--- src/rtl/miriscv_pic.sv ---
// miriscv_pic -- programmable interrupt controller for the miriscv core.
//
// Sits between the peripheral interrupt lines and the core's interrupt pins.
// Each channel is either rising-edge sensitive (sticky pending bit that
// survives masking) or level sensitive (follows the sampled request line).
// One interrupt is latched at a time. The core acknowledges completion with a
// single-cycle int_rst_i pulse, and the serviced peripheral then receives a
// one-cycle one-hot int_fin_o.
//
// Parameters:
//   NUM_IRQ    number of channels (1..32)
//   EDGE_MASK  bit i = 1 -> channel i is rising-edge sensitive, 0 -> level
//   ARB_RR     0 = fixed priority (lowest index wins), 1 = round-robin
//   CAUSE_BASE added to the granted channel index to form mcause
//
// Ports:
//   clk_i      system clock
//   rst_n_i    asynchronous active-low reset
//   int_req_i  peripheral request lines
//   mie_i      per-channel enable from the core's mie CSR
//   int_rst_i  handler-finished pulse from the core (mret)
//   int_o      interrupt request to the core (registered)
//   int_fin_o  one-hot, one-cycle acknowledge to the serviced peripheral
//   mcause_o   cause code of the latched interrupt
//
// State    | meaning
// ---------+-----------------------------------------------------------
// IDLE     | waiting for an enabled candidate; latches idx and mcause
// SERVICE  | int_o high, waiting for int_rst_i from the core
// FIN      | int_fin_o[idx] high for this one cycle, then back to IDLE

module miriscv_pic #(
    parameter int          NUM_IRQ    = 32,
    parameter logic [31:0] EDGE_MASK  = 32'h0000_0000,
    parameter int          ARB_RR     = 0,
    parameter logic [31:0] CAUSE_BASE = 32'h0000_0010
) (
    input  logic               clk_i,
    input  logic               rst_n_i,
    input  logic [NUM_IRQ-1:0] int_req_i,
    input  logic [NUM_IRQ-1:0] mie_i,
    input  logic               int_rst_i,
    output logic               int_o,
    output logic [NUM_IRQ-1:0] int_fin_o,
    output logic [31:0]        mcause_o
);

    localparam int IW = (NUM_IRQ > 1) ? $clog2(NUM_IRQ) : 1;
    localparam int PW = IW + 1;
    localparam logic [NUM_IRQ-1:0] EDGE_M   = EDGE_MASK[NUM_IRQ-1:0];
    localparam logic [IW-1:0]      LAST_IDX = IW'(NUM_IRQ - 1);

    typedef enum logic [1:0] {
        IDLE    = 2'd0,
        SERVICE = 2'd1,
        FIN     = 2'd2
    } state_t;

    state_t              state_q;
    state_t              state_n;
    logic [NUM_IRQ-1:0]  req_q;
    logic [NUM_IRQ-1:0]  pend_q;
    logic [NUM_IRQ-1:0]  pend_n;
    logic [NUM_IRQ-1:0]  pend_set;
    logic [NUM_IRQ-1:0]  pend_clr;
    logic [NUM_IRQ-1:0]  cand;
    logic [NUM_IRQ-1:0]  idx_hot;
    logic [IW-1:0]       idx_q;
    logic [IW-1:0]       last_q;
    logic [IW-1:0]       start;
    logic [IW-1:0]       grant;
    logic [PW-1:0]       pos;
    logic                found;
    logic                svc_done;

    assign svc_done = (state_q == SERVICE) && int_rst_i;

    always_comb begin
        idx_hot        = '0;
        idx_hot[idx_q] = 1'b1;
    end

    // Set has priority over clear, so an edge arriving on the same clock as
    // the finish of that channel's service is not lost.
    assign pend_set = int_req_i & ~req_q & EDGE_M;
    assign pend_clr = svc_done ? (idx_hot & EDGE_M) : '0;
    assign pend_n   = ((pend_q & ~pend_clr) | pend_set) & EDGE_M;

    assign cand = ((pend_q & EDGE_M) | (req_q & ~EDGE_M)) & mie_i;

    // Circular search starting at 'start'. Fixed priority always starts at
    // channel 0; round-robin starts one above the last serviced channel.
    always_comb begin
        start = '0;
        if (ARB_RR != 0 && last_q != LAST_IDX) begin
            start = last_q + IW'(1);
        end
        found = 1'b0;
        grant = '0;
        pos   = '0;
        for (int off = 0; off < NUM_IRQ; off++) begin
            pos = {1'b0, start} + PW'(off);
            if (pos >= PW'(NUM_IRQ)) begin
                pos = pos - PW'(NUM_IRQ);
            end
            if (!found && cand[pos[IW-1:0]]) begin
                found = 1'b1;
                grant = pos[IW-1:0];
            end
        end
    end

    always_comb begin
        state_n = state_q;
        case (state_q)
            IDLE:    if (found)     state_n = SERVICE;
            SERVICE: if (int_rst_i) state_n = FIN;
            FIN:                    state_n = IDLE;
            default:                state_n = IDLE;
        endcase
    end

    always_ff @(posedge clk_i or negedge rst_n_i) begin
        if (!rst_n_i) begin
            state_q   <= IDLE;
            req_q     <= '0;
            pend_q    <= '0;
            idx_q     <= '0;
            last_q    <= LAST_IDX;
            int_o     <= 1'b0;
            int_fin_o <= '0;
            mcause_o  <= '0;
        end else begin
            state_q   <= state_n;
            req_q     <= int_req_i;
            pend_q    <= pend_n;
            int_o     <= (state_n == SERVICE);
            int_fin_o <= (state_n == FIN) ? idx_hot : '0;
            if (state_q == IDLE && found) begin
                idx_q    <= grant;
                mcause_o <= 32'h8000_0000 | (CAUSE_BASE + 32'(grant));
            end
            if (svc_done) begin
                last_q <= idx_q;
            end
        end
    end

endmodule
--- config.mk ---
export PLATFORM = sky130hd
export DESIGN_NAME = miriscv_pic
export DESIGN_NICKNAME = d
export VERILOG_FILES = /design/src/rtl/miriscv_pic.sv
export SDC_FILE = /design/constraint.sdc
export NUM_CORES = 1
export LEC_CHECK = 0
export BUFFER_PORTS_ARGS = -buffer_cell sky130_fd_sc_hd__buf_2
export CAP_MARGIN = 10
export CORE_MARGIN = 2
export CORE_UTILIZATION = 46
export CTS_CLUSTER_SIZE = 25
export DETAILED_ROUTE_END_ITERATION = 10
export GPL_TIMING_DRIVEN = 0
export PLACE_DENSITY_LB_ADDON = 0.15
export SLEW_MARGIN = 20
export SYNTH_ARGS = -nofsm -noshare
export SYNTH_HDL_FRONTEND = slang
export SYNTH_SLANG_ARGS = --single-unit
export TNS_END_PERCENT = 100
--- constraint.sdc ---
create_clock -name clk_i -period 3.1 [get_ports clk_i]
set_input_delay 0.155 -clock clk_i [delete_from_list [all_inputs] [get_ports clk_i]]
set_output_delay 0.155 -clock clk_i [all_outputs]
set_load 0.02 [all_outputs]
==> results of run 1 <==
synthesized netlist by cell type (2+ instances only):
cell type                  instances  area [µm²]
sky130_fd_sc_hd__o21ai_0           4        20.0
sky130_fd_sc_hd__or3_1             3        18.8
sky130_fd_sc_hd__dfrtp_1          74        1850
sky130_fd_sc_hd__nor2b_1           2        12.5
sky130_fd_sc_hd__a21oi_1          10        50.1
sky130_fd_sc_hd__nand2b_1          2        12.5
sky130_fd_sc_hd__nand3_1           5        25.0
sky130_fd_sc_hd__o32a_1            3        30.0
sky130_fd_sc_hd__a32oi_1           5        43.8
sky130_fd_sc_hd__nand3b_1          4        30.0
sky130_fd_sc_hd__clkbuf_1          3        11.3
sky130_fd_sc_hd__inv_1             2        7.51
sky130_fd_sc_hd__a211oi_1          4        30.0
sky130_fd_sc_hd__nand2_1          23        86.3
sky130_fd_sc_hd__a22oi_1          14         105
sky130_fd_sc_hd__or3b_2            2        17.5
sky130_fd_sc_hd__nand4_1           3        18.8
sky130_fd_sc_hd__nor2_1           41         154
sky130_fd_sc_hd__buf_4            25         188
per-stage QoR:
step / setup slack, ps / total power (W) / cell area [µm²]
floorplan: 707 / 0.00139 / 2930
global placement: 551 / 0.00155 / 3560
detailed placement: 546 / 0.00157 / 3590
CTS: 533 / 0.00230 / 4100
global route: 420 / 0.00241 / 4100
finish: 534 / 0.00229 / 4100
registers in the layout, indices dropped and copies added (netlist names):
name,flops
int_o,1
state_q,2
int_fin_o,32
mcause_o,3
req_q,32
idx_q,4
layout make-up:
class | instances | area (µm²) | share of cell area [%]
sequential | 74 | 1850 | 45.1
timing repair buffer | 140 | 891 | 21.7
multi-input combinational | 164 | 860 | 21.0
buffer | 30 | 214 | 5.22
clock buffer | 12 | 145 | 3.54
tap | 75 | 93.8 | 2.29
clock inverter | 3 | 40.0 | 0.976
inverter | 2 | 7.51 | 0.183
path summary, 6_finish.rpt:
kind / endpoint / slack (ps) / cells past startpoint
setup / recovery: mcause_o[31] / 530 / 7
hold / removal: state_q[0] / 30 / 2
min in group asynchronous: int_fin_o[18] / 240 / 2
hold reg to reg: mcause_o[31] / 470 / 1
setup reg to reg: mcause_o[31] / 530 / 7
max in group asynchronous: req_q[27] / 2320 / 3
critical path, stage by stage (launching register included):
cell                       delay (ps)
sky130_fd_sc_hd__dfrtp_1          390
sky130_fd_sc_hd__a222oi_1         480
sky130_fd_sc_hd__nand4_1          190
sky130_fd_sc_hd__or4_4            530
sky130_fd_sc_hd__or3_1            400
sky130_fd_sc_hd__and2_4           150
sky130_fd_sc_hd__buf_6            120
sky130_fd_sc_hd__or2_1            200
logic make-up (layout without fill, tap and decap cells):
group / count (synthesis) / after routing / share of synthesized area (%)
and+or+nand+nor: 90 / 90 / 14.6
buffers and inverters: 32 / 187 / 7.79
other: 1 / 25 / 0.132
AOI/OAI and AO/OA: 49 / 49 / 12.4
DFF: 74 / 74 / 65.1
power groups by stage:
stage	clock [W]	sequential, W	combinational [W]
5_1_grt	0.000763	0.00109	0.000548
6_report	0.000711	0.00109	0.000496
2_1_floorplan	0	0.00115	0.000239
3_3_place_gp	0	0.00110	0.000454
3_5_place_dp	0	0.00110	0.000464
4_1_cts	0.000722	0.00108	0.000496
layer usage:
layer / wire [µm] / global-route usage (%)
met2: 3270 / 34.7
met3: 463 / 5.65
met5: 0 / 0
met1: 2530 / 21.6
met4: 98 / 8.69
repair_timing:
item                                    CTS  global route
setup buffers                             0             0
endpoints found under the hold margin    54             0
endpoints found under the setup margin    0             0
hold buffers                             33             0
==> results.rst, run 1 <==
.. list-table::
   :header-rows: 1

   * - Metric
     - Value
   * - Endpoint type of the worst setup path
     - flip-flop
   * - Final-layout fill cell count
     - between 400 and 500
   * - Critical-path maximum fanout
     - 7
   * - Fraction of power spent switching nets
     - 29.0%
   * - Top-level I/O count
     - between 100 and 150
   * - Max-slew violation total from the final report
     - 0
   * - Final setup fails
     - 0
   * - Most used DFF post-synth
     - sky130_fd_sc_hd__dfrtp_1
   * - Chip Height
     - 82.6 µm
   * - Crit path time final
     - about 2600 ps
   * - Peak supply drop
     - 402 µV
   * - Detailed-route wire length
     - around 6.4 mm
   * - CTS buffer count
     - 9
   * - EDFF count, synth
     - 0
   * - Initial drt markers
     - ~110
   * - Netlist area before placement
     - 2840 µm²
   * - Post-detailed-route count of antenna-violating nets
     - 0
   * - CTS HTree Levels
     - 3
   * - Hold Violations, Final
     - 0
   * - Outcome
     - complete, no violations
   * - Setup crit start kind
     - flip-flop
   * - Maximum number of pins on one net before global-route repair
     - 53
   * - Estimated wirelength of the detail-placed design
     - about 4.5 mm
   * - DRC violation count after routing
     - 0
   * - Clk sinks
     - 74
   * - Die X
     - 82.6 µm
   * - Initial standard-cell utilization of the core
     - 47.7%
   * - Leak
     - 2.12 nW
   * - Max-capacitance violation count
     - 0
   * - Internal
     - about 0.0016 W
   * - Worst hold slack across all endpoints
     - 27.8 ps
   * - Overall track demand over capacity in global routing
     - 19.5%
   * - Worst setup path startpoint
     - req_q[20]
   * - P_sw
     - between 0.0006 and 0.0007 W
   * - Final #Nets
     - 488
   * - Standard cell core area
     - roughly 6000 µm²
   * - Unique masters post-synth
     - 36
   * - Average wire length per cell after detail routing
     - 12.7 µm
   * - Synthesized flop and latch total
     - 74
   * - Fraction of registers with async set or reset after synthesis
     - 100%
   * - Number of synthesis warnings
     - 0
   * - Share of power burned in the clock network
     - 31.0%
   * - Startpoint of the lowest-slack hold path
     - int_rst_i
   * - Skew-Pair Late Insertion Delay
     - 340 ps
   * - Highest-count cells in the layout ignoring fill and taps
     - 105 x sky130_fd_sc_hd__buf_2, 74 x sky130_fd_sc_hd__dfrtp_1, 41 x sky130_fd_sc_hd__nor2_1
   * - Setup repair after global routing missed its margin
     - no
   * - Worst endpoint required time
     - 3330 ps
   * - CTS tree
     - built
   * - Placed Cells incl. Taps
     - 452
   * - Residual overflow from global routing
     - 0
   * - Source of the worst register-to-register timing path
     - req_q[20]
   * - Setup Skew
     - 5.91 ps
   * - Combinational cell fraction of total power
     - a little over a fifth
   * - Fraction of final layout cells sized beyond drive strength 1
     - between 30 and 40%
   * - Clock-pin slew of the registers on the worst-case setup and hold paths
     - about 70 ps
   * - Setup Total Neg Slack
     - 0 ps
   * - Avg Synthesized Cell Area
     - roughly 12 µm²
   * - Synth-to-layout area growth
     - 44.3%
   * - Diode insertion count for antenna repair
     - 0
   * - Number of core rows
     - 28
   * - Vias after detailed routing
     - 2359
   * - Worst EP arrival
     - between 2000 and 3000 ps
   * - Fin util
     - 68.9%
   * - Sequential Power Share
     - 47.4%
   * - Number of cells upsized or downsized after cts
     - 0
   * - Via count of the first global-routing pass
     - 2228
   * - Sequential element share of the synthesized area
     - 65.1%
   * - Drt first pass iters
     - 4
   * - Power density over cell area
     - 559 nW/µm²
   * - Most common library cell in the layout ignoring fill and taps
     - sky130_fd_sc_hd__buf_2
   * - Hold WC Path Type
     - input port to flip-flop
   * - Count of input and output buffers
     - about 110
   * - Via density
     - 4.72
   * - Type of the setup path with the least slack
     - flip-flop to flip-flop
   * - Global placer's final weighted congestion
     - ~0.80
   * - Buffer cell driving the clock tree root
     - sky130_fd_sc_hd__clkbuf_8
   * - Share of the cycle needed by the critical path after routing
     - between 80 and 90%
   * - Antenna violations before repair
     - 0
   * - Full die area
     - between 6000 and 7000 µm²
   * - Finished Layout Cells
     - 500
   * - Fmax achieved
     - just under 400 MHz
   * - Max clock buf depth
     - 2
   * - Wire length of the first global-routing pass
     - 9.75 mm
   * - Count of mapped cells out of synthesis
     - approximately 250
(Power assumes the default switching activity.)
==> run 2, diff against run 1 <==
==> constraint.sdc (replaced) <==
create_clock -name clk_i -period 2.6 [get_ports clk_i]
set_input_delay 0.13 -clock clk_i [delete_from_list [all_inputs] [get_ports clk_i]]
set_output_delay 0.13 -clock clk_i [all_outputs]
set_load 0.02 [all_outputs]
==> run 2 against run 1 <==
Effect of this change:
- core utilization is 0.71 points higher
- global-route usage unchanged
- clock skew barely moved
- register-to-register slack got worse by 470 ps
- cell area grew 1.0%
- clock power increased by 19%
- sequential share of layout area fell by 0.46 points
- die area unchanged
- setup slack worse by 470 ps
- sequential power is 19% higher
==> results.rst, run 2 (synthesis results as in run 1) <==
.. list-table::
   :header-rows: 1

   * - Metric
     - Value
   * - Worst EP arrival
     - 2760 ps (-30 ps)
   * - Hold WC Path Type
     - input port to asynchronous set/reset pin
   * - Fraction of final layout cells sized beyond drive strength 1
     - 36.4% (+0.83 points)
   * - Final setup fails
     - 0 (unchanged)
   * - Power density over cell area
     - 661 nW/µm² (+18%)
   * - Footprint of the multi-input gates
     - 870 µm² (+1.2%)
   * - Standard cell core area
     - 5960 µm² (unchanged)
   * - Detailed-route wire length
     - 6.46 mm (+1.6%)
   * - Worst endpoint required time
     - 2820 ps (-510 ps)
   * - Residual overflow from global routing
     - 0 (unchanged)
   * - CTS buffer count
     - 9 (unchanged)
   * - Hold Violations, Final
     - 0 (unchanged)
   * - Setup crit start kind
     - flip-flop
   * - Vias after detailed routing
     - 2373 (+0.59%)
   * - Drt first pass iters
     - 4 (unchanged)
   * - Die X
     - 82.6 µm (unchanged)
   * - Final-layout fill cell count
     - 452 (-1.1%)
   * - Fmax achieved
     - 395 MHz (+1.4%)
   * - Most common library cell in the layout ignoring fill and taps
     - sky130_fd_sc_hd__buf_2
   * - Area of all sequential standard cells
     - 1850 µm² (unchanged)
   * - Worst hold slack across all endpoints
     - 222 ps (+194 ps)
   * - Final #Nets
     - 492 (+0.82%)
   * - Outcome
     - complete, no violations
   * - Biggest regs
     - int_fin_o: 32 flops, req_q: 32 flops, idx_q: 4 flops
   * - Post-detailed-route count of antenna-violating nets
     - 0 (unchanged)
   * - Minimum setup slack among reg-to-reg paths
     - 70 ps (-470 ps)
   * - CTS HTree Levels
     - 3 (unchanged)
   * - Number of core rows
     - 28 (unchanged)
   * - CTS tree
     - built
   * - Leak
     - 2.14 nW (+0.86%)
   * - Clk sinks
     - 74 (unchanged)
   * - Max-capacitance violation count
     - 0 (unchanged)
   * - Max-slew violation total from the final report
     - 0 (unchanged)
   * - Average wire length per cell after detail routing
     - 12.8 µm (+0.81%)
   * - Count of input and output buffers
     - 106 (unchanged)
   * - Wire length of the first global-routing pass
     - 9.75 mm (unchanged)
   * - Synth-to-layout area growth
     - 45.8%
   * - Setup Skew
     - 6.00 ps (+0.0926 ps)
   * - Via density
     - 4.71 (-0.20%)
   * - Reg2Reg Depth
     - 8 (+1)
   * - Diode insertion count for antenna repair
     - 0 (unchanged)
   * - Full die area
     - 6820 µm² (unchanged)
   * - Critical-path maximum fanout
     - 7 (unchanged)
   * - Source of the worst register-to-register timing path
     - req_q[20]
   * - Chip Height
     - 82.6 µm (unchanged)
   * - Endpoint type of the worst setup path
     - flip-flop
   * - Skew-Pair Late Insertion Delay
     - 340 ps (about the same)
   * - Estimated wirelength of the detail-placed design
     - 4.53 mm (unchanged)
   * - Setup Total Neg Slack
     - 0 ps (unchanged)
   * - Antenna violations before repair
     - 0 (unchanged)
   * - Share of the cycle needed by the critical path after routing
     - 97.4% (+15 points)
   * - Initial standard-cell utilization of the core
     - 47.7% (unchanged)
   * - Clock-pin slew of the registers on the worst-case setup and hold paths
     - 70 ps (about the same)
   * - Setup repair after global routing missed its margin
     - no
   * - Overall track demand over capacity in global routing
     - 19.5% (unchanged)
   * - Top-level I/O count
     - 132 (unchanged)
   * - Via count of the first global-routing pass
     - 2228 (unchanged)
   * - Max clock buf depth
     - 2 (unchanged)
   * - Highest-count cells in the layout ignoring fill and taps
     - 105 x sky130_fd_sc_hd__buf_2, 74 x sky130_fd_sc_hd__dfrtp_1, 41 x sky130_fd_sc_hd__nor2_1
   * - DRC violation count after routing
     - 0 (unchanged)
   * - Peak supply drop
     - 479 µV (+19%)
   * - Type of the setup path with the least slack
     - flip-flop to flip-flop
   * - Initial drt markers
     - 106 (-4.5%)
   * - Reg-to-reg endpoint
     - mcause_o[31]
   * - Maximum number of pins on one net before global-route repair
     - 53 (unchanged)
   * - Critical path's largest stage delay
     - 530 ps (about the same)
   * - Buffer cell driving the clock tree root
     - sky130_fd_sc_hd__clkbuf_8
   * - Worst-path cell chain
     - a222oi_1 -> buf_4 -> nand4_1 -> or4_4 -> or3_1 -> and2_4 -> buf_6 -> or2_1
   * - Global placer's final weighted congestion
     - 0.798 (unchanged)
   * - Crit path time final
     - 2530 ps (-34.7 ps)
   * - Crit-path slowest cell
     - sky130_fd_sc_hd__or4_4
-- run 2: cell count changes in the layout (fill, tap and decap cells not counted), sizes merged --
cell / before / now
buf: 134 / 137
dlygate4sd3: 33 / 34
-- run 2: where the power goes --
part	switching, W	internal [W]	leakage, nW
Clock	0.000384	0.000462	0.0962
Combinational	0.000348	0.000250	1.11
Sequential	0.0000609	0.00123	0.933
Total	0.000793	0.00195	2.14
-- run 2: metrics by stage --
step	cell area, µm²	std cells	setup WS (ps)	utilization, %	total power (W)
floorplan	2930	270	207	-	0.00166
global placement	3560	451	51.1	59.7	0.00185
detailed placement	3590	452	46.3	60.2	0.00187
CTS	4110	501	33.1	69.1	0.00275
global route	4150	504	5.08	69.6	0.00288
finish	4150	504	68.6	69.6	0.00274
-- run 2: critical path, delay by kind of cell (launching register included) --
kind,cells,cell delay [ps]
AO/OA/AOI/OAI,1,330
buffers and inverters,2,300
flip-flops,1,390
AND/OR/NAND/NOR,5,1400
-- run 2: per-layer routing --
layer  global-route usage [%]  share of wire, %
met1                     21.6                39
met2                     34.7                51
met3                     5.65               7.7
met4                     8.69               1.4
met5                        0                 0
-- run 2: area by class of cell --
cell class	count	area share, %
well taps	75	2.26
inverters	2	0.181
clock inverters	3	0.966
flip-flops and latches	74	44.7
clock buffers	12	3.50
plain buffers	30	5.16
repair buffers	144	22.3
multi-input cells	164	21.0
-- run 2: worst max-delay path by stage --
| stage | start | slack (ps) | end |
|---|---|---|---|
| global route | req_q[20] | 5 | mcause_o[31] |
| floorplan | req_q[20] | 210 | mcause_o[31] |
| detailed placement | req_q[21] | 50 | mcause_o[31] |
| finish | req_q[20] | 70 | mcause_o[31] |
| CTS | req_q[20] | 30 | mcause_o[31] |
| global placement | req_q[20] | 50 | mcause_o[31] |
-- run 2: repair_timing --
action                     in CTS  in global routing
hold buffers                   34                  0
resized for setup               0                  2
setup buffers                   0                  3
setup endpoints to repair       0                  6
hold endpoints to repair       56                  0
